<file path="src/rtl/demux2_stream.sv">
// rtl/demux2_stream.sv - streaming 1-to-2 demultiplexer with a FIFO on each output channel
// Optional DEMUX2_PINGPONG_EN: alternate destinations 0,1,0,1 and ignore in_sel.
module demux2_stream #(
  parameter int WIDTH = 34,
  parameter int DEPTH = 2
) (
  input  logic                     clk,
  input  logic                     rst_n,
  input  logic                     in_valid,
  output logic                     in_ready,
  input  logic [WIDTH-1:0]         in_data,
  input  logic                     in_sel,
  output logic                     out0_valid,
  input  logic                     out0_ready,
  output logic [WIDTH-1:0]         out0_data,
  output logic                     out1_valid,
  input  logic                     out1_ready,
  output logic [WIDTH-1:0]         out1_data,
  output logic [$clog2(DEPTH):0]   out0_count,
  output logic [$clog2(DEPTH):0]   out1_count
);

  localparam int AW = $clog2(DEPTH);
  localparam int CW = AW + 1;
  localparam logic [CW-1:0] FULL = CW'(DEPTH);

  logic             dst;
  logic             accept;
  logic [1:0]       push;
  logic [1:0]       pop;
  logic [1:0]       full;
  logic [1:0]       valid;
  logic [CW-1:0]    cnt    [2];
  logic [AW-1:0]    wr_ptr [2];
  logic [AW-1:0]    rd_ptr [2];
  logic [WIDTH-1:0] mem    [2][DEPTH];

`ifdef DEMUX2_PINGPONG_EN
  logic pp_ptr;
  logic unused_sel;

  assign unused_sel = in_sel;
  assign dst        = pp_ptr;

  // Pointer only moves on an accepted word, so a full target stalls it in place.
  always_ff @(posedge clk or negedge rst_n) begin
    if (!rst_n) begin
      pp_ptr <= 1'b0;
    end else if (accept) begin
      pp_ptr <= ~pp_ptr;
    end
  end
`else
  assign dst = in_sel;
`endif

  always_comb begin
    full[0]  = (cnt[0] == FULL);
    full[1]  = (cnt[1] == FULL);
    valid[0] = (cnt[0] != '0);
    valid[1] = (cnt[1] != '0);
  end

  // Registered occupancy only: a same-cycle pop never opens in_ready.
  assign in_ready = ~full[dst];
  assign accept   = in_valid & in_ready;

  always_comb begin
    push = 2'b00;
    if (accept) begin
      push[dst] = 1'b1;
    end
    pop = valid & {out1_ready, out0_ready};
  end

  always_ff @(posedge clk or negedge rst_n) begin
    if (!rst_n) begin
      for (int c = 0; c < 2; c++) begin
        cnt[c]    <= '0;
        wr_ptr[c] <= '0;
        rd_ptr[c] <= '0;
        for (int i = 0; i < DEPTH; i++) begin
          mem[c][i] <= '0;
        end
      end
    end else begin
      for (int c = 0; c < 2; c++) begin
        if (push[c]) begin
          mem[c][wr_ptr[c]] <= in_data;
          wr_ptr[c]         <= wr_ptr[c] + 1'b1;
        end
        if (pop[c]) begin
          rd_ptr[c] <= rd_ptr[c] + 1'b1;
        end
        case ({push[c], pop[c]})
          2'b10:   cnt[c] <= cnt[c] + 1'b1;
          2'b01:   cnt[c] <= cnt[c] - 1'b1;
          default: cnt[c] <= cnt[c];
        endcase
      end
    end
  end

  assign out0_valid = valid[0];
  assign out1_valid = valid[1];
  assign out0_data  = mem[0][rd_ptr[0]];
  assign out1_data  = mem[1][rd_ptr[1]];
  assign out0_count = cnt[0];
  assign out1_count = cnt[1];

endmodule

</file>
<file path="config.mk">
export PLATFORM = sky130hd
export DESIGN_NAME = demux2_stream
export DESIGN_NICKNAME = d
export VERILOG_FILES = /design/src/rtl/demux2_stream.sv
export SDC_FILE = /design/constraint.sdc
export NUM_CORES = 1
export LEC_CHECK = 0
export ABC_AREA = 1
export CORE_ASPECT_RATIO = 1.75
export CORE_MARGIN = 10
export CORE_UTILIZATION = 54
export CTS_CLUSTER_DIAMETER = 200
export DETAILED_ROUTE_END_ITERATION = 8
export PLACE_DENSITY_LB_ADDON = 0.2
export RECOVER_POWER = 50
export SLEW_MARGIN = 20
export SYNTH_ARGS = -nofsm -noshare
export SYNTH_HDL_FRONTEND = slang
export SYNTH_SLANG_ARGS = --single-unit
</file>
<file path="constraint.sdc">
create_clock -name clk -period 3.5 [get_ports clk]
set_input_delay 0.35 -clock clk [delete_from_list [all_inputs] [get_ports clk]]
set_output_delay 0.35 -clock clk [all_outputs]
set_load 0.1 [all_outputs]
</file>
Word-level counts from Yosys, hierarchy flattened
Cells that the tools add are included.
{"block": "word_totals", "reg_bits": 144, "inputBits": 40, "output_inout_bits": 75}
{"block": "classes", "addsub": 8, "order_cmp": 8, "n_eq_ne": 6, "muxes": 19, "bitwise_logic": 7, "n_reduce_logical": 7}
{"cell": "$mux 34", "count": 8}
{"cell": "$bwmux 68", "count": 2}
{"cell": "$demux 34 s1", "count": 2}
{"cell": "$eq 2x2->1 const B", "count": 4}
{"cell": "$ge 2x2->1 const B", "count": 4}
{"cell": "$not 1->2", "count": 4}
{"cell": "$pmux 2 s2", "count": 2}
{"cell": "$reduce_bool 2->1", "count": 4}
{"cell": "$add 1x1->1 const B", "count": 4}
{"cell": "$add 2x1->2 const B", "count": 2}
{"cell": "$eq 2x1->1 const B", "count": 2}
{"cell": "$lt 2x1->1 const B", "count": 2}
{"cell": "$sub 2x1->2 const B", "count": 2}
{"cell": "$logic_and 1x1->1", "count": 3}
{"cell": "$mux 1", "count": 3}
{"cell": "$and 2x2->2", "count": 1}
{"cell": "$lt 1x2->1 const B", "count": 1}
{"cell": "$mux 2", "count": 1}
{"cell": "$and 1x1->1", "count": 1}
{"cell": "$demux 1 s1", "count": 1}
{"cell": "$ge 1x1->1 const B", "count": 1}
{"cell": "$not 1->1", "count": 1}

Logic depth before layout (Yosys ltp)
Gate-level depths: netlist of run 1.
{"block": "depth", "word_depth": 8, "mapped_depth": 9, "ltp_nobuf": 8}

Worst setup path after synthesis of run 1
OpenSTA, ideal clock, no wires.
{"block": "synth_path", "path_type": "register to output", "from": "reg rd_ptr[1] (netlist bit)", "to": "out out0_data[12]", "arrival_time_ns": 2.792, "required_time_ns": 3.150, "slack_ns": 0.358, "stages_incl_launch_ff": 4, "n_path_buf": 2, "cell_sequence": "dfrtp_1 > clkbuf_1 > clkbuf_1 > o21ai_0"}
{"block": "synth_between", "elab_chain_len": 4}
{"element": "start: declaration", "line": "35", "rtl": "logic [AW-1:0] rd_ptr [2];"}
{"element": "start signal: indexed assignment", "line": "93", "rtl": "rd_ptr[c] <= rd_ptr[c] + 1'b1;"}
{"element": "$not 1->2 (implied by the code)", "line": "106", "rtl": "assign out0_data = mem[0][rd_ptr[0]];"}
{"element": "$mux 34 (implied by the code) (3 in series)", "line": "106"}
{"element": "end: declaration", "line": "15", "rtl": "output logic [WIDTH-1:0] out0_data,"}
No other way between the ends. The select of a mux whose other input is x is not followed.

Final worst setup path of run 1
{"block": "layout_path", "from": "reg wr_ptr[1] (netlist bit)", "to": "reg mem[82] (netlist bit)"}
{"block": "layout_between", "elab_chain_len": 6, "word_cells_on_any_way": 7, "classes_between": "2 x order compare; 3 x mux; 1 x bitwise; 1 x reduce/logical"}
{"element": "start: declaration", "line": "34", "rtl": "logic [AW-1:0] wr_ptr [2];"}
{"element": "start signal: indexed assignment", "line": "90", "rtl": "wr_ptr[c] <= wr_ptr[c] + 1'b1;"}
{"element": "$not 1->2 (implied by the code) *", "line": "89", "rtl": "mem[c][wr_ptr[c]] <= in_data;"}
{"element": "$ge 2x2->1 (implied by the code) or $lt 2x1->1 (tied branches)", "line": "89"}
{"element": "$logic_and 1x1->1 (implied by the code)", "line": "89"}
{"element": "$mux 34 (implied by the code)", "line": "89"}
{"element": "$demux 34 s1 *", "line": "89"}
{"element": "$bwmux 68 *", "line": "89"}
{"element": "end signal: indexed assignment", "line": "89"}
{"element": "end: declaration", "line": "36", "rtl": "logic [WIDTH-1:0] mem [2][DEPTH];"}
Every way passes the cells marked *; elsewhere a longest branch is shown, timed or not.
A chain may end at the register's enable or synchronous reset.

==> impl_results.md, run 1 <==
- Outcome: finished with violations
- Violated checks: max-capacitance violations, max-slew violations
- Die Ht: 169 µm
- Avg Cell Area, Syn: 8.09 µm²
- Placement Cell Area: 0.00786 mm²
- Arrival time at the worst endpoint: 3.22 ns
- Slew HR: -50.4%
- Worst setup path startpoint: wr_ptr[1]
- Vias in the first global route: 5906
- CTS HTree Levels: 4
- Synth warn: 0
- Area grow syn2layout: 23.7%
- 1st-pass router iterations: 5
- Mux contribution to synthesized area: 0%
- Hold Path Class: flop to flop
- FILL cells: 1068
- Worst-margin pin slew: 2.26 ns
- Synth Area in Adders: 0.366%
- Hold buffers post-CTS: 0
- Syn Inst Count: 846
- Met1 wire length: 7.13 mm
- Setup TNS: 0 ns
- Clock skew: 0.00791 ns
- Clk Latency, worst-skew pair: 0.41 ns
- Die ar.: 0.0178 mm²
- Yosys reg bits: 144
- Antenna violations before repair: 0
- CTS sink cnt: 144
- GP Congestion: 0.855
- Final core occ: 68.1%
- Post-synth net total: 888
- Final setup fails: 0
- Fraction of layout cells with a size suffix above 1: 11.9%
- Design Area, Final: 0.00847 mm²
- Starting Density: 55.1%
- Wire length on met2: 9.57 mm
- Fin nets: 975
- Fin crit period: 2.87 ns
- Routed Wire Length: 18.6 mm
- Largest net degree at the start of global routing: 91
- Drt wl/cell: 16.7 µm
- Final slew viol count: 90
- Reg-to-Reg Start: wr_ptr[1]
- Synth Area in Simple Gates: 18.4%
- Crit path kind: flop to flop
- Hold Path Depth: 2
- HPWL after DPL: 12.3 mm
- Fmax: 0.348 GHz
- Ant. Diodes: 0
- Vias: 5876
- Reg2reg end: mem[82]
- DRC violations left: 0
- Commonest non-fill, non-tap cell in the layout: nand2_1
- Row Count: 54
- Wire length on met3: 1.03 mm
- Total gr overflow: 0
- WHS Endpoint: mem[16]
- DIE WIDTH: 105 µm
- Netlist cell types: 20
- Post-synthesis compound-gate area fraction: 17.8%
- Post-cts repair resize count: 0
- I/O pin count: 115
- GR Util All Layers: 21.2%
- CTS clk-pin slew, worst paths: 0.06 ns
- Core Area: 0.0124 mm²
- Uppermost layer routed: met4
- Worst Reg-to-Reg Cells: 4
- Synth Area in XOR/XNOR: 1.02%
- First-pass GRT wire length: 30.2 mm
- Cts bufs inserted: 17
- Reg2reg setup slack: 0.63 ns
- Area occupied by multi-input gates: 0.00256 mm²
- Post-route ant nets: 0
- Clock Tree Buf Depth: 2
- # Post-CTS Setup Buffers: 0
- Mapped cell area: 0.00685 mm²
- Most frequent cells in the layout: 311 x nand2_1, 142 x dfrtp_1, 139 x o21ai_0, 111 x inv_1, 73 x buf_4
- RSZ-0062 raised after global routing: false
- CTS tree: yes
- CP max FO: 36
- Final hold vios: 0
- CP Data Required Time: 3.85 ns
- Initial DRC count: 448
- Sequential cell area: 0.00361 mm²
- Setup crit end kind: flop
- Via density per instance: 5.27
- Max-capacitance violation count: 1
- Hold_sp: mem[16]
- Sequential share of the synthesized area: 52.6%
- Startpoint types: flop
- Fin crit share: 82.0%
- Root buf cell: clkbuf_16
- I/O Buffers: 114
- Largest family of logic cells by synthesized area: simple AND/OR/NAND/NOR gates
-- cells by family (layout without fill, tap and decap cells) --
group                    after synthesis  after routing
adder cells (fa/ha/maj)                2              2
buffers and inverters                165            265
flip-flops                           144            144
XOR/XNOR                               8              8
AND/OR/NAND/NOR                      318            318
AO/OA/AOI/OAI                        209            209
-- stage by stage --
step	hold WS, ns	setup slack (ns)	cells
after floorplan	0.0544	0.358	846
after global placement	0.474	1.06	1082
after detailed placement	0.483	1.02	1082
after CTS	0.0343	0.933	1114
after global routing	0.521	0.442	1114
final	0.497	0.630	1114
-- Yosys cell counts, drive strengths merged --
library cell	number	area share, %
a21oi	2	0.15
buf	25	2.2
clkbuf	28	1.5
clkinv	1	0.055
dfrtp	144	53
ha	2	0.37
inv	111	6.1
nand2	311	17
nand3	2	0.29
nand4	1	0.31
nor2	4	0.71
o21ai	139	10
o21bai	68	7.5
xnor2	4	0.51
xor2	4	0.51
-- worst max-delay path, stage by stage (launching register included) --
cell and delay [ns]:
dfrtp_1 0.81, inv_1 0.80, nor2_4 0.95, nand2_1 0.12, nand2_1 0.10
-- registers in the layout, summed over array words and instances (netlist names) --
register    flops
out0_count      2
wr_ptr          2
rd_ptr          2
out1_count      2
mem           136
-- how the worst max path moves through the flow --
| stage | to | slack (ns) | depth (start not counted) |
|---|---|---|---|
| finish | mem[82] | 0.63 | 4 |
| global route | mem[91] | 0.44 | 4 |
| CTS | out0_data[17] | 0.93 | 2 |
| detailed placement | out0_count[1] | 1.02 | 8 |
| global placement | out0_count[1] | 1.06 | 8 |
| floorplan | out0_data[12] | 0.36 | 3 |
-- final cells by class --
type | count | area share, %
Sequential cell | 144 | 42.6
Multi-Input combinational cell | 537 | 30.3
Timing Repair Buffer | 121 | 12.2
Clock buffer | 20 | 5.27
Inverter | 112 | 4.96
Tap cell | 168 | 2.48
Clock inverter | 12 | 2.16
-- layer usage --
metal / global-route usage [%] / up-vias
met5: 0 / -
met4: 12.6 / 0
met3: 5.02 / 45
met2: 36.3 / 231
met1: 23.3 / 2811
li1: - / 2789
Power of run 1 is left out: the tool's default activity adds up to more than one toggle a clock period on the data nets, which glitch-free logic cannot reach.
==> run 2: changes to the inputs <==
--- a/config.mk
+++ b/config.mk
@@ -8,7 +8,7 @@
 export ABC_AREA = 1
 export CORE_ASPECT_RATIO = 1.75
 export CORE_MARGIN = 10
-export CORE_UTILIZATION = 54
+export CORE_UTILIZATION = 48
 export CTS_CLUSTER_DIAMETER = 200
 export DETAILED_ROUTE_END_ITERATION = 8
 export PLACE_DENSITY_LB_ADDON = 0.2
==> constraint.sdc (replaced) <==
create_clock -name clk -period 2.5 [get_ports clk]
set_input_delay 0.25 -clock clk [delete_from_list [all_inputs] [get_ports clk]]
set_output_delay 0.25 -clock clk [all_outputs]
set_load 0.1 [all_outputs]
==> run 2 against run 1 <==
The flow now finishes without violations. Flip-flop and latch count unchanged. Register-to-register slack worse by 0.31 ns. Sequential share of layout area down 3.8 points. Hold slack worse by 0.093 ns. Fmax up 31%. Die area up 11%. Final cell count up 1.7%. Clock skew about the same. Worst setup slack worse by 0.31 ns. First-iteration DRC count down 29%. Via count down 1.9%. Count of clock-buffer cells in the layout down 3. Critical endpoint is now mem[74]. Largest cell class unchanged. Highest routed layer unchanged.
==> impl_results.md, run 2 (synthesis results as in run 1) <==
- Outcome: complete, no violations
- Vias in the first global route: 5745
- RSZ-0062 raised after global routing: false
- Clk Latency, worst-skew pair: 0.41 ns
- Top reg by flops: mem
- Largest net degree at the start of global routing: 70
- Drt wl/cell: 16.7 µm
- Final setup fails: 0
- CTS tree: yes
- FILL cells: 1161
- Worst Reg-to-Reg Cells: 6
- Reg2reg end: mem[74]
- Area grow syn2layout: 35.7%
- Antenna violations before repair: 0
- Reg2reg setup slack: 0.32 ns
- Final slew viol count: 0
- Most frequent cells in the layout: 309 x nand2_1, 140 x dfrtp_1, 124 x o21ai_0, 110 x inv_1, 70 x buf_12
- DRC violations left: 0
- Fin nets: 985
- Max FFs per register: 136
- Total gr overflow: 0
- Routed Wire Length: 18.9 mm
- GP Congestion: 0.818
- Dpl ws: 0.316 ns
- Vias: 5765
- Initial DRC count: 317
- CP max FO: 41
- CTS clk-pin slew, worst paths: 0.06 ns
- HPWL after DPL: 12.9 mm
- Via density per instance: 5.09
- # Post-CTS Setup Buffers: 0
- GR Util All Layers: 19.8%
- Starting Density: 49.2%
- Max-capacitance violation count: 0
- Commonest non-fill, non-tap cell in the layout: nand2_1
- Fmax: 0.458 GHz
- CP Data Required Time: 2.79 ns
- Core Area: 0.0139 mm²
- Row Count: 57
- Ant. Diodes: 0
- Startpoint types: flop
- First-pass GRT wire length: 30.2 mm
- Crit path kind: flop to flop
- Die Ht: 178 µm
- I/O pin count: 115
- DIE WIDTH: 110 µm
- Final hold vios: 0
- Setup crit end kind: flop
- Fin crit period: 2.18 ns
- Fin Hold WS: 0.404 ns
- Clock skew: 0.00786 ns
- Die ar.: 0.0196 mm²
- Root buf cell: clkbuf_16
- Setup ws final: 0.316 ns
- Hold Path Class: primary input to asynchronous set/reset pin
- Fin crit share: 87.3%
- Arrival time at the worst endpoint: 2.48 ns
- 1st-pass router iterations: 4
- Post-route ant nets: 0
- Cts bufs inserted: 17
- I/O Buffers: 114
- Slew HR: 20.5%
- Fraction of layout cells with a size suffix above 1: 13.3%
- Reg-to-Reg Start: out1_count[0]
- Clock Tree Buf Depth: 2
- Setup TNS: 0 ns
- Worst-margin pin slew: 1.19 ns
- CTS HTree Levels: 4
- CTS sink cnt: 144
==> run 2: repair_timing <==
| item | 4_1_cts | 5_1_grt |
|---|---|---|
| gates resized for setup | 0 | 0 |
| hold endpoints to repair | 66 | 0 |
| hold buffers | 1 | 0 |
==> run 2: layout make-up <==
cell class	instances	area [µm²]	share of cell area, %
clock buffers	17	425	4.58
flip-flops and latches	144	3610	38.8
well taps	177	221	2.38
clock inverters	15	138	1.48
multi-input cells	537	2540	27.4
inverters	112	420	4.53
repair buffers	131	1930	20.8
==> run 2: worst max path at each step <==
stage,startpoint,slack (ns),cells past startpoint,endpoint
after global routing,out1_count[0],0.11,6,mem[84]
after global placement,in_sel,0.38,8,out1_count[1]
after floorplan,rd_ptr[1],-0.54,3,out0_data[12]
after detailed placement,in_sel,0.32,8,out1_count[1]
final,out1_count[0],0.32,6,mem[74]
after CTS,rd_ptr[0],0.32,3,out1_data[29]
==> run 2: critical path, cell delays in order, from the launching register on <==
cell	delay [ns]
dfrtp_1	0.44
inv_1	0.09
nand3_1	0.11
nand4_1	0.37
clkbuf_2	0.63
o21bai_1	0.32
nand2_1	0.08
==> run 2: metal layers <==
metal	up-vias	GRT usage, %	share of wire [%]
li1	2815	-	-
met1	2751	22.1	37
met2	165	34.2	53
met3	34	5.46	6.6
met4	0	8.49	3.4
met5	-	0	0
==> run 2: per-stage QoR <==
| stage | utilization, % | cell area, µm² | instances |
|---|---|---|---|
| 2_1_floorplan | - | 6850 | 846 |
| 3_3_place_gp | 63.3 | 8810 | 1100 |
| 3_5_place_dp | 63.3 | 8810 | 1100 |
| 4_1_cts | 67.4 | 9380 | 1133 |
| 5_1_grt | 66.8 | 9290 | 1133 |
| 6_report | 66.8 | 9290 | 1133 |
Power of run 2 is left out for the same reason.
==> run 3: changes to the inputs <==
--- a/config.mk
+++ b/config.mk
@@ -8,9 +8,10 @@
 export ABC_AREA = 1
 export CORE_ASPECT_RATIO = 1.75
 export CORE_MARGIN = 10
-export CORE_UTILIZATION = 48
+export CORE_UTILIZATION = 53
 export CTS_CLUSTER_DIAMETER = 200
 export DETAILED_ROUTE_END_ITERATION = 8
+export HOLD_SLACK_MARGIN = 0.1
 export PLACE_DENSITY_LB_ADDON = 0.2
 export RECOVER_POWER = 50
 export SLEW_MARGIN = 20
==> constraint.sdc (replaced) <==
create_clock -name clk -period 2.2 [get_ports clk]
set_input_delay 0.22 -clock clk [delete_from_list [all_inputs] [get_ports clk]]
set_output_delay 0.22 -clock clk [all_outputs]
set_load 0.1 [all_outputs]
==> run 3 against run 2 <==
The flow now finishes with violations (max-capacitance violations, max-slew violations). Hold slack lost 0.018 ns. Final cell count shrank 0.88%. Flip-flop and latch count is the same.
==> impl_results.md, run 3 (synthesis results as in run 1) <==
- Outcome: finished with violations
- Violated checks: max-capacitance violations, max-slew violations
- Row Count: 54
- Clk Latency, worst-skew pair: 0.42 ns
- Fin crit share: 95.1%
- Root buf cell: clkbuf_16
- DIE WIDTH: 106 µm
- CP max FO: 48
- Max FFs per register: 136
- Final hold vios: 0
- Crit path kind: flop to output port
- Worst Reg-to-Reg Cells: 6
- Initial DRC count: 410
- CTS HTree Levels: 4
- DRC violations left: 0
- Antenna violations before repair: 0
- CP bufs+invs: 2
- Clock Tree Buf Depth: 2
- I/O Buffers: 114
- CTS clk-pin slew, worst paths: 0.06 ns
- Vias: 5812
- Largest net degree at the start of global routing: 59
- Ant. Diodes: 0
- Final slew viol count: 57
- Hold Path Depth: 3
- Cell Count, Final, Fillers Out: 1123
- Top reg by flops: mem
- Max incr delay on CP: 0.64 ns
- RSZ-0062 raised after global routing: false
- Clock skew: 0.00758 ns
- Core Area: 0.0126 mm²
- Cell chain of the critical path: buf_12, nand2_1, o21ai_1, buf_12
- Die ar.: 0.0180 mm²
- CP max-delay cell: dfrtp_2
- Area grow syn2layout: 36.5%
- Placed cell count: 1090
- GP Congestion: 0.819
- Setup crit end kind: output port
- Die Ht: 170 µm
- Starting Density: 54.5%
- Fmax: 0.478 GHz
- GR Util All Layers: 21.5%
- I/O pin count: 115
- Total gr overflow: 0
- Crit path max-delay family: flip-flops
- Hold Path Class: primary input to flop
- Startpoint types: flop
- Via density per instance: 5.18
- Most frequent cells in the layout: 309 x nand2_1, 139 x dfrtp_1, 109 x inv_1, 71 x o21ai_0
- CP most frequent cell: buf_12
- Reg2reg end: mem[132]
- Design Area, Final: 0.00934 mm²
- Reg2reg setup slack: 0.17 ns
- Hold_sp: out1_ready
- Post-route ant nets: 0
- Vias in the first global route: 5937
- Final core occ: 74.4%
- Slew HR: -0.824%
- CTS tree: yes
- Arrival time at the worst endpoint: 1.87 ns
- CP Data Required Time: 1.98 ns
- WHS Endpoint: rd_ptr[0]
- Reg-to-Reg Start: out1_count[0]
- Worst-margin pin slew: 1.51 ns
- Placement Cell Area: 0.00871 mm²
- HPWL after DPL: 12.7 mm
- Drt wl/cell: 17.0 µm
- Fin nets: 984
- Routed Wire Length: 19.0 mm
- First-pass GRT wire length: 30.9 mm
- Final setup fails: 0
- Post-cts repair resize count: 0
- Commonest non-fill, non-tap cell in the layout: nand2_1
- Fin Hold WS: 0.386 ns
- Cts bufs inserted: 17
- Max-capacitance violation count: 1
- Fin crit period: 2.09 ns
- 1st-pass router iterations: 5
- CTS sink cnt: 144
- Fraction of layout cells with a size suffix above 1: 14.0%
-- run 3: cell count changes in the layout (fill, tap and decap cells not counted), moves of 3 or more --
cell	delta
buf_4	+6
clkbuf_1	-3
clkinv_2	-3
clkbuf_8	+5
bufinv_16	+4
clkinv_4	-4
buf_12	-6
o21ai_1	+53
clkbuf_2	+4
o21ai_0	-53
-- run 3: worst min-delay path, stage by stage --
cell and delay, ns:
clkdlybuf4s50_1 0.39, nand2_1 0.09, xnor2_1 0.06
-- run 3: metal layers --
| layer | global-route usage [%] | vias up | part of all wire (%) |
|---|---|---|---|
| met5 | 0 | - | 0 |
| met4 | 9.58 | 0 | 3.7 |
| met3 | 5.41 | 39 | 5.6 |
| met2 | 38.0 | 181 | 53 |
| met1 | 23.5 | 2788 | 37 |
| li1 | - | 2804 | - |
-- run 3: area by class of cell --
class	instances	area (µm²)
flip-flops and latches	144	3610
fillers	942	3220
multi-input cells	537	2570
repair buffers	130	1850
clock buffers	24	502
inverters	112	420
well taps	168	210
clock inverters	8	175
-- run 3: how the worst max path moves through the flow --
| stage | slack (ns) | from | endpoint | depth (start not counted) |
|---|---|---|---|---|
| final | 0.11 | rd_ptr[1] | out0_data[19] | 4 |
| after global routing | 0.01 | rst_n | rd_ptr[0] | 3 |
| after CTS | 0.11 | rd_ptr[1] | out0_data[17] | 4 |
| after detailed placement | 0.09 | in_sel | mem[83] | 6 |
| after global placement | 0.15 | in_sel | mem[121] | 6 |
| after floorplan | -0.08 | rd_ptr[1] | out0_data[12] | 3 |
-- run 3: through the flow --
step | setup slack, ns | TNS, ns
floorplan | -0.0761 | -4.69
global placement | 0.149 | 0
detailed placement | 0.0877 | 0
CTS | 0.111 | 0
global route | 0.0129 | 0
finish | 0.109 | 0
-- run 3: what timing repair did --
| item | 4_1_cts | 5_1_grt |
|---|---|---|
| hold endpoints to repair | 55 | 0 |
| endpoints found under the setup margin | 0 | 0 |
| setup buffers | 0 | 0 |
| hold buffers | 1 | 0 |
Power of run 3 is left out for the same reason.
